### config.mk
export PLATFORM = sky130hd
export DESIGN_NAME = seg7_hex_capture_flat
export DESIGN_NICKNAME = d
export VERILOG_FILES = /design/src/rtl/seg7_hex_capture_if.sv /design/src/rtl/seg7_hex_capture.sv /design/src/flat_wrapper.sv
export SDC_FILE = /design/constraint.sdc
export NUM_CORES = 1
export LEC_CHECK = 0
export ABC_AREA = 1
export CORE_UTILIZATION = 59
export CTS_BUF_LIST = sky130_fd_sc_hd__clkbuf_8
export DETAILED_ROUTE_END_ITERATION = 10
export PLACE_DENSITY_LB_ADDON = 0.3
export SYNTH_ARGS = -nofsm -noshare
export SYNTH_HDL_FRONTEND = slang
export SYNTH_SLANG_ARGS = --single-unit
export TNS_END_PERCENT = 30
### constraint.sdc
create_clock -name clk -period 5.46 [get_ports clk]
set_input_delay 0.546 -clock clk [delete_from_list [all_inputs] [get_ports clk]]
set_output_delay 0.546 -clock clk [all_outputs]
set_load 0.01 [all_outputs]
### src/rtl/seg7_hex_capture_if.sv
// Segment/digit-enable sampling bus plus the captured-digit outputs of seg7_hex_capture.
// The display side is the master; the capture block is the slave.
interface seg7_hex_capture_if #(
  parameter int DIGITS = 4
);
  localparam int IDX_W = (DIGITS > 1) ? $clog2(DIGITS) : 1;

  logic [6:0]          seg;
  logic [DIGITS-1:0]   dig_en;
  logic [4*DIGITS-1:0] value;
  logic [DIGITS-1:0]   lit;
  logic                upd;
  logic [IDX_W-1:0]    upd_idx;
  logic                err;
  logic                frame;

  modport master (
    output seg, dig_en,
    input  value, lit, upd, upd_idx, err, frame
  );

  modport slave (
    input  seg, dig_en,
    output value, lit, upd, upd_idx, err, frame
  );
endinterface

### src/rtl/seg7_hex_capture.sv
// Re-encodes stable 7-segment patterns from a multiplexed display bus into per-digit
// nibbles, with update/error pulses and a frame pulse once every digit has been written.
module seg7_hex_capture #(
  parameter int DIGITS        = 4,
  parameter int STABLE_CYCLES = 4
) (
  input  logic                clk,
  input  logic                resetn,
  seg7_hex_capture_if.slave   bus
);
  localparam int IDX_W = (DIGITS > 1) ? $clog2(DIGITS) : 1;
  localparam int CW    = (STABLE_CYCLES > 0) ? $clog2(STABLE_CYCLES + 1) : 1;
  localparam int SW    = DIGITS + 7;
  localparam logic [CW-1:0] CNT_MAX = CW'(STABLE_CYCLES);
  localparam logic [CW-1:0] CNT_ACC = CW'(STABLE_CYCLES - 1);

  logic [SW-1:0]       r_s;
  logic [CW-1:0]       r_cnt;
  logic [4*DIGITS-1:0] r_value;
  logic [DIGITS-1:0]   r_lit;
  logic [DIGITS-1:0]   r_seen;
  logic                r_upd;
  logic [IDX_W-1:0]    r_upd_idx;
  logic                r_err;
  logic                r_frame;

  logic [SW-1:0]       w_in;
  logic [DIGITS-1:0]   w_dig;
  logic [DIGITS-1:0]   w_seen_nxt;
  logic [IDX_W-1:0]    w_idx;
  logic [3:0]          w_nib;
  logic                w_hex;
  logic                w_blank;
  logic                w_onehot;
  logic                w_accept;

  assign w_in       = {bus.dig_en, bus.seg};
  assign w_dig      = r_s[SW-1:7];
  assign w_onehot   = ($countones(w_dig) == 1);
  assign w_accept   = (w_in == r_s) && (r_cnt == CNT_ACC);
  assign w_seen_nxt = r_seen | w_dig;

  always_comb begin
    w_idx = '0;
    for (int k = 0; k < DIGITS; k++) begin
      if (w_dig[k]) w_idx = IDX_W'(k);
    end
  end

  // Decode uses the registered pattern, which equals the input on the accept edge.
  always_comb begin
    w_hex   = 1'b1;
    w_blank = 1'b0;
    w_nib   = 4'h0;
    case (r_s[6:0])
      7'b1111110: w_nib = 4'h0;
      7'b0000110: w_nib = 4'h1;
      7'b1101101: w_nib = 4'h2;
      7'b1001111: w_nib = 4'h3;
      7'b0010111: w_nib = 4'h4;
      7'b1011011: w_nib = 4'h5;
      7'b1111011: w_nib = 4'h6;
      7'b0001110: w_nib = 4'h7;
      7'b1111111: w_nib = 4'h8;
      7'b1011111: w_nib = 4'h9;
      7'b0111111: w_nib = 4'hA;
      7'b1110011: w_nib = 4'hB;
      7'b1111000: w_nib = 4'hC;
      7'b1100111: w_nib = 4'hD;
      7'b1111001: w_nib = 4'hE;
      7'b0111001: w_nib = 4'hF;
      7'b0000000: begin
        w_hex   = 1'b0;
        w_blank = 1'b1;
      end
      default:    w_hex = 1'b0;
    endcase
  end

  always_ff @(posedge clk or negedge resetn) begin
    if (!resetn) begin
      r_s       <= '0;
      r_cnt     <= '0;
      r_value   <= '0;
      r_lit     <= '0;
      r_seen    <= '0;
      r_upd     <= 1'b0;
      r_upd_idx <= '0;
      r_err     <= 1'b0;
      r_frame   <= 1'b0;
    end else begin
      r_upd   <= 1'b0;
      r_err   <= 1'b0;
      r_frame <= 1'b0;

      // Saturating count means a held pattern fires exactly once.
      if (w_in != r_s) begin
        r_s   <= w_in;
        r_cnt <= '0;
      end else if (r_cnt != CNT_MAX) begin
        r_cnt <= r_cnt + CW'(1);
      end

      if (w_accept && w_onehot) begin
        if (w_hex || w_blank) begin
          for (int k = 0; k < DIGITS; k++) begin
            if (w_dig[k]) begin
              if (w_hex) r_value[4*k +: 4] <= w_nib;
              r_lit[k] <= w_hex;
            end
          end
          r_upd     <= 1'b1;
          r_upd_idx <= w_idx;
          // The completing write closes the frame and is not carried into the next one.
          if (&w_seen_nxt) begin
            r_frame <= 1'b1;
            r_seen  <= '0;
          end else begin
            r_seen  <= w_seen_nxt;
          end
        end else begin
          r_err <= 1'b1;
        end
      end
    end
  end

  assign bus.value   = r_value;
  assign bus.lit     = r_lit;
  assign bus.upd     = r_upd;
  assign bus.upd_idx = r_upd_idx;
  assign bus.err     = r_err;
  assign bus.frame   = r_frame;
endmodule

### src/flat_wrapper.sv
// flat-port wrapper written by rule: the top's interface ports become plain ports
module seg7_hex_capture_flat 
#(
  parameter int DIGITS        = 4,
  parameter int STABLE_CYCLES = 4
)
  (clk, resetn, bus_seg, bus_dig_en, bus_value, bus_lit, bus_upd, bus_upd_idx, bus_err, bus_frame);
  seg7_hex_capture_if #(.DIGITS(DIGITS)) bus_i ();
  input  logic clk;
  input  logic resetn;
  input wire logic [$bits(bus_i.seg)-1:0] bus_seg;
  input wire logic [$bits(bus_i.dig_en)-1:0] bus_dig_en;
  output wire logic [$bits(bus_i.value)-1:0] bus_value;
  output wire logic [$bits(bus_i.lit)-1:0] bus_lit;
  output wire logic [$bits(bus_i.upd)-1:0] bus_upd;
  output wire logic [$bits(bus_i.upd_idx)-1:0] bus_upd_idx;
  output wire logic [$bits(bus_i.err)-1:0] bus_err;
  output wire logic [$bits(bus_i.frame)-1:0] bus_frame;
  assign bus_i.seg = bus_seg;
  assign bus_i.dig_en = bus_dig_en;
  assign bus_value = bus_i.value;
  assign bus_lit = bus_i.lit;
  assign bus_upd = bus_i.upd;
  assign bus_upd_idx = bus_i.upd_idx;
  assign bus_err = bus_i.err;
  assign bus_frame = bus_i.frame;
  seg7_hex_capture #(.DIGITS(DIGITS), .STABLE_CYCLES(STABLE_CYCLES)) u_core (.clk(clk), .resetn(resetn), .bus(bus_i));
endmodule
==> results of run 1 <==
-- logic make-up (layout without fill, tap and decap cells) --
kind of cell               count (synthesis)  after routing
AOI/OAI and AO/OA                          6              6
xor gates and xnor gates                   8              8
adders and majority gates                  8              8
buffers and inverters                     42             66
DFF                                       43             43
and+or+nand+nor                          182            182
-- power groups by stage --
stage               Sequential, mW  Clock (mW)  Combinational, mW
detailed placement           0.338           0             0.0582
finish                       0.331       0.195             0.0581
global route                 0.332       0.216             0.0658
CTS                          0.331       0.200             0.0583
floorplan                    0.332           0             0.0440
global placement             0.337           0             0.0564
-- layer usage --
| layer | vias to the layer above | global-route usage [%] | wire (um) |
|---|---|---|---|
| li1 | 965 | - | - |
| met4 | 0 | 11.7 | 103 |
| met2 | 53 | 42.8 | 2260 |
| met3 | 12 | 5.71 | 173 |
| met5 | - | 0 | 0 |
| met1 | 897 | 33.9 | 2180 |
-- registers in the layout (all words and copies together) (netlist names) --
name / count
u_core.bus.value: 16
u_core.r_s: 11
u_core.bus.lit: 4
u_core.r_seen: 4
u_core.r_cnt: 3
u_core.bus.upd_idx: 2
u_core.bus.err: 1
u_core.bus.frame: 1
u_core.bus.upd: 1
-- layout make-up --
| type | count | area, um2 | area share [%] |
|---|---|---|---|
| clock buffers | 5 | 68.8 | 2.55 |
| clock inverters | 3 | 16.3 | 0.604 |
| inverters | 21 | 78.8 | 2.93 |
| multi-input cells | 204 | 1030 | 38.2 |
| flip-flops and latches | 43 | 1080 | 39.9 |
| well taps | 48 | 60.1 | 2.23 |
| repair buffers | 37 | 365 | 13.6 |
-- metrics by stage --
step | power (mW) | hold WS [ns] | setup WS, ns | instances
finish | 0.585 | 0.388 | 2.60 | 361
CTS | 0.590 | 0.414 | 2.62 | 361
detailed placement | 0.396 | 0.460 | 2.63 | 353
global placement | 0.393 | 0.457 | 2.73 | 353
floorplan | 0.376 | 0.250 | 3.14 | 289
global route | 0.614 | 0.465 | 2.42 | 361
-- synthesized netlist by cell type (2+ instances only) --
library cell and n:
buf_2 4, xor2_1 2, ha_1 7, dfrtp_1 43, nand3_1 13, nand3_2 5
nor2_1 35, nand2_1 96, inv_1 19, a21oi_1 4, xnor2_1 6, nand4_1 25
nor3_1 2, inv_2 2, o21ai_0 2, buf_4 5, clkbuf_1 11
-- path summary, 6_finish.rpt --
check | end | slack [ns] | cells past startpoint
setup / recovery | u_core.bus.value[12] | 2.60 | 10
hold / removal | u_core.bus.value[10] | 0.39 | 1
setup reg to reg | u_core.bus.value[12] | 2.60 | 10
hold reg to reg | u_core.bus.value[11] | 0.48 | 2
max in group asynchronous | u_core.r_s[10] | 4.50 | 1
min in group clk | u_core.bus.value[11] | 0.48 | 2
-- critical path: stages, from the launching register on --
cell and delay (ns):
dfrtp_1 0.57, inv_2 0.09, ha_1 0.31, ha_1 0.20
fa_1 0.46, nor2_1 0.11, nand3_1 0.13, nor2_4 0.47
nand3_2 0.21, nand2_1 0.12, nand2_1 0.06
==> results.cfg, run 1 <==
[yosys]
async_flop_share_pct = 100
synth_area_leaders = dfrtp_1 47%, nand2_1 16%, nand4_1 6.8%
synthCells = 289
synth_xor_area_share_pct = 3.06
syn_area_um2 = 2290
syn_nets = 310
yosys_warnings = 0
synth-seq-cells = 43
synth_compound_area_share_pct = 1.31
synthSimpleGateAreaFrac_pct = 35.8
synth_top_area_share_pct = 46.9
synth_fa_ha_area_share_pct = 4.69
synth_mux_area_share_pct = 0
synth_seq_area_share_pct = 46.9
synth_cell_type_count = 25
synth.avg_cell_area_um2 = 7.94
synth-edff-count = 0
synth_top_area_cell = dfrtp_1
ys.flop_type = dfrtp_1
synth_top_family_by_area = simple AND/OR/NAND/NOR gates

[sta]
clock_skew_ns = 0.00475
finalCriticalPeriod_ns = 2.86
slew_violations = 0
finalHoldViolCount = 0
tightest_slew_ns = 0.937
max_freq_mhz = 350
slew_headroom_pct = 37.5
rsz0062_at_grt = no
fin_crit_sh_pct = 52.3
setup_viol = 0
fin_setup_tns_ns = 0

[route]
firstDrtPassIters = 4
via_per_inst = 5.34
wl_per_cell_um = 13.1
num_vias = 1927
drtIter0Drc = 138
routed_wl_um = 4710
route.antenna.remaining_nets = 0
route.detailed.drc = 0

[power_and_ir_drop]
p_sw_share_pct = 26.2
combPwrFrac_pct = 9.9
p_int_mw = 0.432
p_seq_share_pct = 56.7
powerDensity_nw_per_um2 = 217
ir_worst_vdd_mv = 0.154
net-switching-power_mw = 0.153
p_leak_nw = 1.36
pwr-share-clk_pct = 33.4

[floorplan]
placementRows = 22
dieArea_um2 = 4140
die_w_um = 64.3
start_util_pct = 62.2
core_area_um2 = 3690
io_pins = 38
dieHeight_um = 64.3

[global_routing]
antenna_found_initial = 0
grt_pass1_wl_um = 8310
grt_use_total_pct = 26.4
grt_max_degree = 44
first_global_vias = 1870
gr-total-overflow = 0

[finish]
drive_gt1_share_pct = 6.07
fillerInstances = 310
area_delta_synth_final_pct = 17.5
finalInstanceArea_um2 = 2690
final_cell_mix = 96 x nand2_1, 43 x dfrtp_1, 36 x clkdlybuf4s50_1
nets = 333
n_antenna_cell = 0
post-route-util_pct = 73.0
final_common_cell = nand2_1

[clocking]
postCtsSetupRepairBufs = 0
clock-root-buffer = clkbuf_8
h-tree-depth = 2
cts_hold_buf = 0
cts_tree = built
cts_resized = 0
clkTransAtPathRegs_ns = 0.08
cts_max_path_buffers = 2
cts.sinks = 43
cts_buffers = 5
insertion_delay_ns = 0.30

[worst_setup_path]
timing.rr.start = u_core.r_s[9]
worstPathRequired_ns = 5.65
crit_type = flop to flop
start_kind = flop
cp-end-kind = flop
crit_fanout = 25
cp.arrival_ns = 3.04
crit_path_start = u_core.r_s[9]

[placed_design]
gp_congestion = 0.876
port_buffers = 37
dpl.hpwl_um = 3560
placed_area_um2 = 2610

[job]
maxCapViolCount = 0

[outcome]
status = finished clean

[worst_hold_path]
hold_class = primary input to async pin
(Power assumes the default switching activity.)
==> run 2: changes to the inputs <==
--- a/config.mk
+++ b/config.mk
@@ -6,7 +6,7 @@
 export NUM_CORES = 1
 export LEC_CHECK = 0
 export ABC_AREA = 1
-export CORE_UTILIZATION = 59
+export CORE_UTILIZATION = 50
 export CTS_BUF_LIST = sky130_fd_sc_hd__clkbuf_8
 export DETAILED_ROUTE_END_ITERATION = 10
 export PLACE_DENSITY_LB_ADDON = 0.3
==> constraint.sdc (replaced) <==
create_clock -name clk -period 2.4 [get_ports clk]
set_input_delay 0.24 -clock clk [delete_from_list [all_inputs] [get_ports clk]]
set_output_delay 0.24 -clock clk [all_outputs]
set_load 0.01 [all_outputs]
==> run 2 against run 1 <==
Against the previous run:
- combinational power rose to 2.7 times the previous value
- clock power rose to 2.8 times the previous value
- global-route usage is 4.8 points lower
- critical path type unchanged
- largest cell class unchanged
==> results.cfg, run 2 (synthesis results as in run 1) <==
[clocking]
cts_max_path_buffers = 2
cts.sinks = 43
insertion_delay_ns = 0.29
clkTransAtPathRegs_ns = 0.08
cts_buffers = 5
cts_hold_buf = 0
h-tree-depth = 2
clock-root-buffer = clkbuf_8
cts_tree = built
postCtsSetupRepairBufs = 0
cts_resized = 0

[floorplan]
dieArea_um2 = 4860
io_pins = 38
die_w_um = 69.7
core_area_um2 = 4380
placementRows = 24
start_util_pct = 52.3
dieHeight_um = 69.7

[sta]
finalCriticalPeriod_ns = 2.27
finalHoldViolCount = 0
fin_crit_sh_pct = 94.4
setup_viol = 0
rsz0062_at_grt = yes
slew_violations = 0
fin_setup_tns_ns = 0
worst_slack_ns = 0.134
tightest_slew_ns = 0.958
slew_headroom_pct = 36.1
clock_skew_ns = 0.00240
holdWs_ns = 0.0938
max_freq_mhz = 441

[route]
wl_per_cell_um = 12.6
firstDrtPassIters = 4
drtIter0Drc = 143
routed_wl_um = 4730
via_per_inst = 5.33
num_vias = 2003
route.detailed.drc = 0
route.antenna.remaining_nets = 0

[finish]
final_cell_mix = 96 x nand2_1, 43 x dfrtp_1, 36 x clkdlybuf4s50_1
nets = 345
final_common_cell = nand2_1
n_antenna_cell = 0
largest_reg_flops = 16
final_cells = 376
drive_gt1_share_pct = 9.26
area_delta_synth_final_pct = 23.7
fillerInstances = 378

[worst_setup_path]
reg2reg_to = u_core.bus.value[10]
cp.arrival_ns = 2.50
crit_type = flop to flop
cp_cell_sequence = ha_1 > ha_1 > fa_1 > nor2_1 > nand3_1 > nor2_4 > buf_4 > clkbuf_16 > nand4_1 > nand2_1
cpMaxStageDelayCell = fa_1
worstPathRequired_ns = 2.64
crit_fanout = 12
slowest_delay_ns = 0.46
cp-end-kind = flop
reg2reg_depth = 10
timing.rr.start = u_core.r_s[7]
crit_top_cell = ha_1
reg2reg_setup_slack_ns = 0.13
start_kind = flop

[power_and_ir_drop]
ir_worst_vdd_mv = 0.310
p_leak_nw = 1.44
powerDensity_nw_per_um2 = 508

[placed_design]
post-place-cells = 367
gp_congestion = 0.872
port_buffers = 37
dpl.hpwl_um = 3410
pre_cts_ws_ns = 0.107

[global_routing]
first_global_vias = 1838
grt_use_total_pct = 21.6
grt_max_degree = 44
antenna_found_initial = 0
gr-total-overflow = 0
grt_pass1_wl_um = 8260

[outcome]
status = finished clean

[job]
maxCapViolCount = 0

[worst_hold_path]
hold_class = primary input to async pin
-- run 2: cell types whose count changed in the layout (fill, tap and decap cells not counted), sizes merged --
cell	delta
bufinv	+1
clkinvlp	-1
clkbuf	+1
clkinv	-1
buf	+11
-- run 2: worst max-delay path by stage --
stage	to	cells after the start	startpoint	slack, ns
2_1_floorplan	u_core.bus.lit[1]	12	u_core.r_s[9]	0.08
5_1_grt	u_core.bus.value[3]	11	u_core.r_s[9]	-0.005
4_1_cts	u_core.bus.value[2]	10	u_core.r_s[7]	0.09
3_5_place_dp	u_core.bus.value[2]	11	u_core.r_s[9]	0.11
3_3_place_gp	u_core.bus.value[4]	10	u_core.r_s[7]	0.17
6_report	u_core.bus.value[10]	10	u_core.r_s[7]	0.13
-- run 2: cell type report --
type	count	area (um2)	area share [%]
Clock buffer	5	68.8	2.43
Multi-Input combinational cell	204	1030	36.3
Sequential cell	43	1080	37.9
Clock inverter	2	33.8	1.19
Inverter	21	78.8	2.78
Timing Repair Buffer	49	485	17.1
Tap cell	52	65.1	2.29
-- run 2: critical path: cells and delay by family, from the launching register on --
kind                       cells  cell delay, ns
adders and majority gates      3            0.97
and+or+nand+nor                5            0.58
buffers and inverters          2            0.28
DFF                            1            0.38
-- run 2: where the power goes --
part           internal, mW  switching [mW]  leakage, nW  total, mW
Clock                 0.301           0.240       0.0554      0.540
Sequential            0.733          0.0111        0.576      0.744
Combinational        0.0631          0.0941        0.813      0.157
Total                  1.10           0.345         1.44       1.44
-- run 2: through the flow --
stage / utilization (%) / cell area (um2) / power, mW
3_3_place_gp: 61.6 / 2700 / 0.912
5_1_grt: 64.7 / 2840 / 1.51
2_1_floorplan: - / 2290 / 0.855
4_1_cts: 64.0 / 2800 / 1.45
3_5_place_dp: 61.6 / 2700 / 0.916
6_report: 64.7 / 2840 / 1.44
-- run 2: routing by layer --
layer	part of all wire (%)	track usage (%)	vias up
met2	46	32.7	70
met3	5.6	3.63	9
met4	2.0	10.0	0
met1	47	30.4	932
li1	-	-	992
met5	0	0	-
==> run 3: changes to the inputs <==
--- a/config.mk
+++ b/config.mk
@@ -6,6 +6,7 @@
 export NUM_CORES = 1
 export LEC_CHECK = 0
 export ABC_AREA = 1
+export CORE_ASPECT_RATIO = 2
 export CORE_UTILIZATION = 50
 export CTS_BUF_LIST = sky130_fd_sc_hd__clkbuf_8
 export DETAILED_ROUTE_END_ITERATION = 10
==> run 3 against run 2 <==
Against the previous run:
- cell area shrank 0.53%
- global-route usage rose by 1.2 points
- largest power group unchanged
- via count is 0.90% lower
- first-iteration DRC count is 68% lower
- clock skew grew 0.0016 ns
- largest cell class unchanged
==> results.cfg, run 3 (synthesis results as in run 1) <==
[sta]
finalCriticalPeriod_ns = 2.27
clock_skew_ns = 0.00400
fin_setup_tns_ns = 0
rsz0062_at_grt = no
slew_headroom_pct = 37.2
fin_crit_sh_pct = 94.4
slew_violations = 0
tightest_slew_ns = 0.942
finalHoldViolCount = 0
max_freq_mhz = 441
setup_viol = 0

[finish]
fillerInstances = 398
area_delta_synth_final_pct = 23.0
drive_gt1_share_pct = 9.60
n_antenna_cell = 0
final_common_cell = nand2_1
largest_reg_flops = 16
multi_input_area_um2 = 1030
final_cells = 377
final_cell_mix = 96 x nand2_1, 43 x dfrtp_1, 36 x clkdlybuf4s50_1
regArea_um2 = 1080
nets = 344

[worst_setup_path]
cp_cell_sequence = ha_1 > ha_1 > fa_1 > nor2_1 > nand3_1 > nor2_4 > buf_12 > nand3_2 > nand2_1 > nand2_1
worstPathRequired_ns = 2.59
cp.arrival_ns = 2.45
crit_fanout = 13
reg2reg_depth = 10
cp-end-kind = flop
slowest_delay_ns = 0.46
start_kind = flop
crit_type = flop to flop
cpMaxStageDelayCell = fa_1

[power_and_ir_drop]
pwr-share-clk_pct = 34.0
totalPowerFinal_mw = 1.37
combPwrFrac_pct = 11.7
p_seq_share_pct = 54.4
p_leak_nw = 1.44
net-switching-power_mw = 0.346
p_int_mw = 1.02
ir_worst_vdd_mv = 0.395
p_sw_share_pct = 25.3
powerDensity_nw_per_um2 = 485

[route]
drtIter0Drc = 46
num_vias = 1985
route.antenna.remaining_nets = 0
via_per_inst = 5.27
routed_wl_um = 5030
route.detailed.drc = 0
wl_per_cell_um = 13.4
firstDrtPassIters = 4

[clocking]
clock-root-buffer = clkbuf_8
insertion_delay_ns = 0.29
cts_hold_buf = 0
cts_tree = built
clkTransAtPathRegs_ns = 0.08
cts.sinks = 43
h-tree-depth = 2
cts_buffers = 5
cts_max_path_buffers = 2

[global_routing]
antenna_found_initial = 0
grt_pass1_wl_um = 8490
grt_max_degree = 44
first_global_vias = 1994
grt_use_total_pct = 22.8
gr-total-overflow = 0

[outcome]
status = finished clean

[placed_design]
gp_congestion = 0.976
post-place-cells = 368
dpl.hpwl_um = 3790
port_buffers = 37

[floorplan]
die_w_um = 49.9
start_util_pct = 52.3
placementRows = 34
dieHeight_um = 97.8
dieArea_um2 = 4880
io_pins = 38
core_area_um2 = 4380

[job]
maxCapViolCount = 0

[worst_hold_path]
hold_class = primary input to async pin
-- run 3: cell types whose count changed in the layout (fill, tap and decap cells not counted), sizes merged --
cell / delta
buf: -1
inv: -1
bufinv: -1
clkbuf: +1
clkinv: +1
-- run 3: through the flow --
stage                     hold WS [ns]  cell area (um2)  setup slack, ns  utilization (%)
after global routing             0.172             2820          0.00330             64.4
after global placement           0.438             2700            0.153             61.5
final                           0.0869             2820            0.134             64.4
after CTS                        0.123             2780           0.0819             63.5
after detailed placement         0.443             2700           0.0892             61.5
after floorplan                -0.0556             2290           0.0822                -
-- run 3: repair_timing --
action	in CTS	in global routing
resized for setup	0	1
buffers inserted	0	1
endpoints found under the setup margin	0	18
-- run 3: power groups by stage --
| stage | Combinational [mW] | Clock, mW | Sequential (mW) |
|---|---|---|---|
| final | 0.160 | 0.465 | 0.744 |
| after CTS | 0.160 | 0.477 | 0.744 |
| after detailed placement | 0.160 | 0 | 0.759 |
| after floorplan | 0.100 | 0 | 0.755 |
| after global placement | 0.156 | 0 | 0.758 |
| after global routing | 0.179 | 0.500 | 0.746 |
-- run 3: cell type report --
class                   count  share of cell area (%)
flip-flops and latches     43                    38.1
multi-input cells         204                    36.6
repair buffers             48                    16.9
clock buffers               6                    2.93
inverters                  21                    2.79
well taps                  54                    2.39
clock inverters             1                   0.177
-- run 3: path summary, 6_finish.rpt --
| path | startpoint | end | slack (ns) |
|---|---|---|---|
| setup / recovery | u_core.r_s[7] | u_core.bus.value[12] | 0.13 |
| min in group clk | bus_seg[6] | u_core.r_s[6] | 0.43 |
| setup reg to reg | u_core.r_s[7] | u_core.bus.value[12] | 0.13 |
| hold / removal | resetn | u_core.bus.value[8] | 0.09 |
| max in group asynchronous | resetn | u_core.bus.err | 1.73 |
| hold reg to reg | u_core.bus.value[11] | u_core.bus.value[11] | 0.48 |
-- run 3: layer usage --
layer,track usage [%],vias to the layer above,wire length (um)
li1,-,991,-
met1,22.9,918,1800
met2,42.5,55,2860
met3,2.49,21,141
met4,14.3,0,228
met5,0,-,0
-- run 3: worst max-delay path, delay by kind of cell (launching register included) --
kind	cells	cell delay (ns)
fa+ha+maj	3	0.97
simple gates	6	0.64
flops	1	0.39
buf+inv	1	0.15
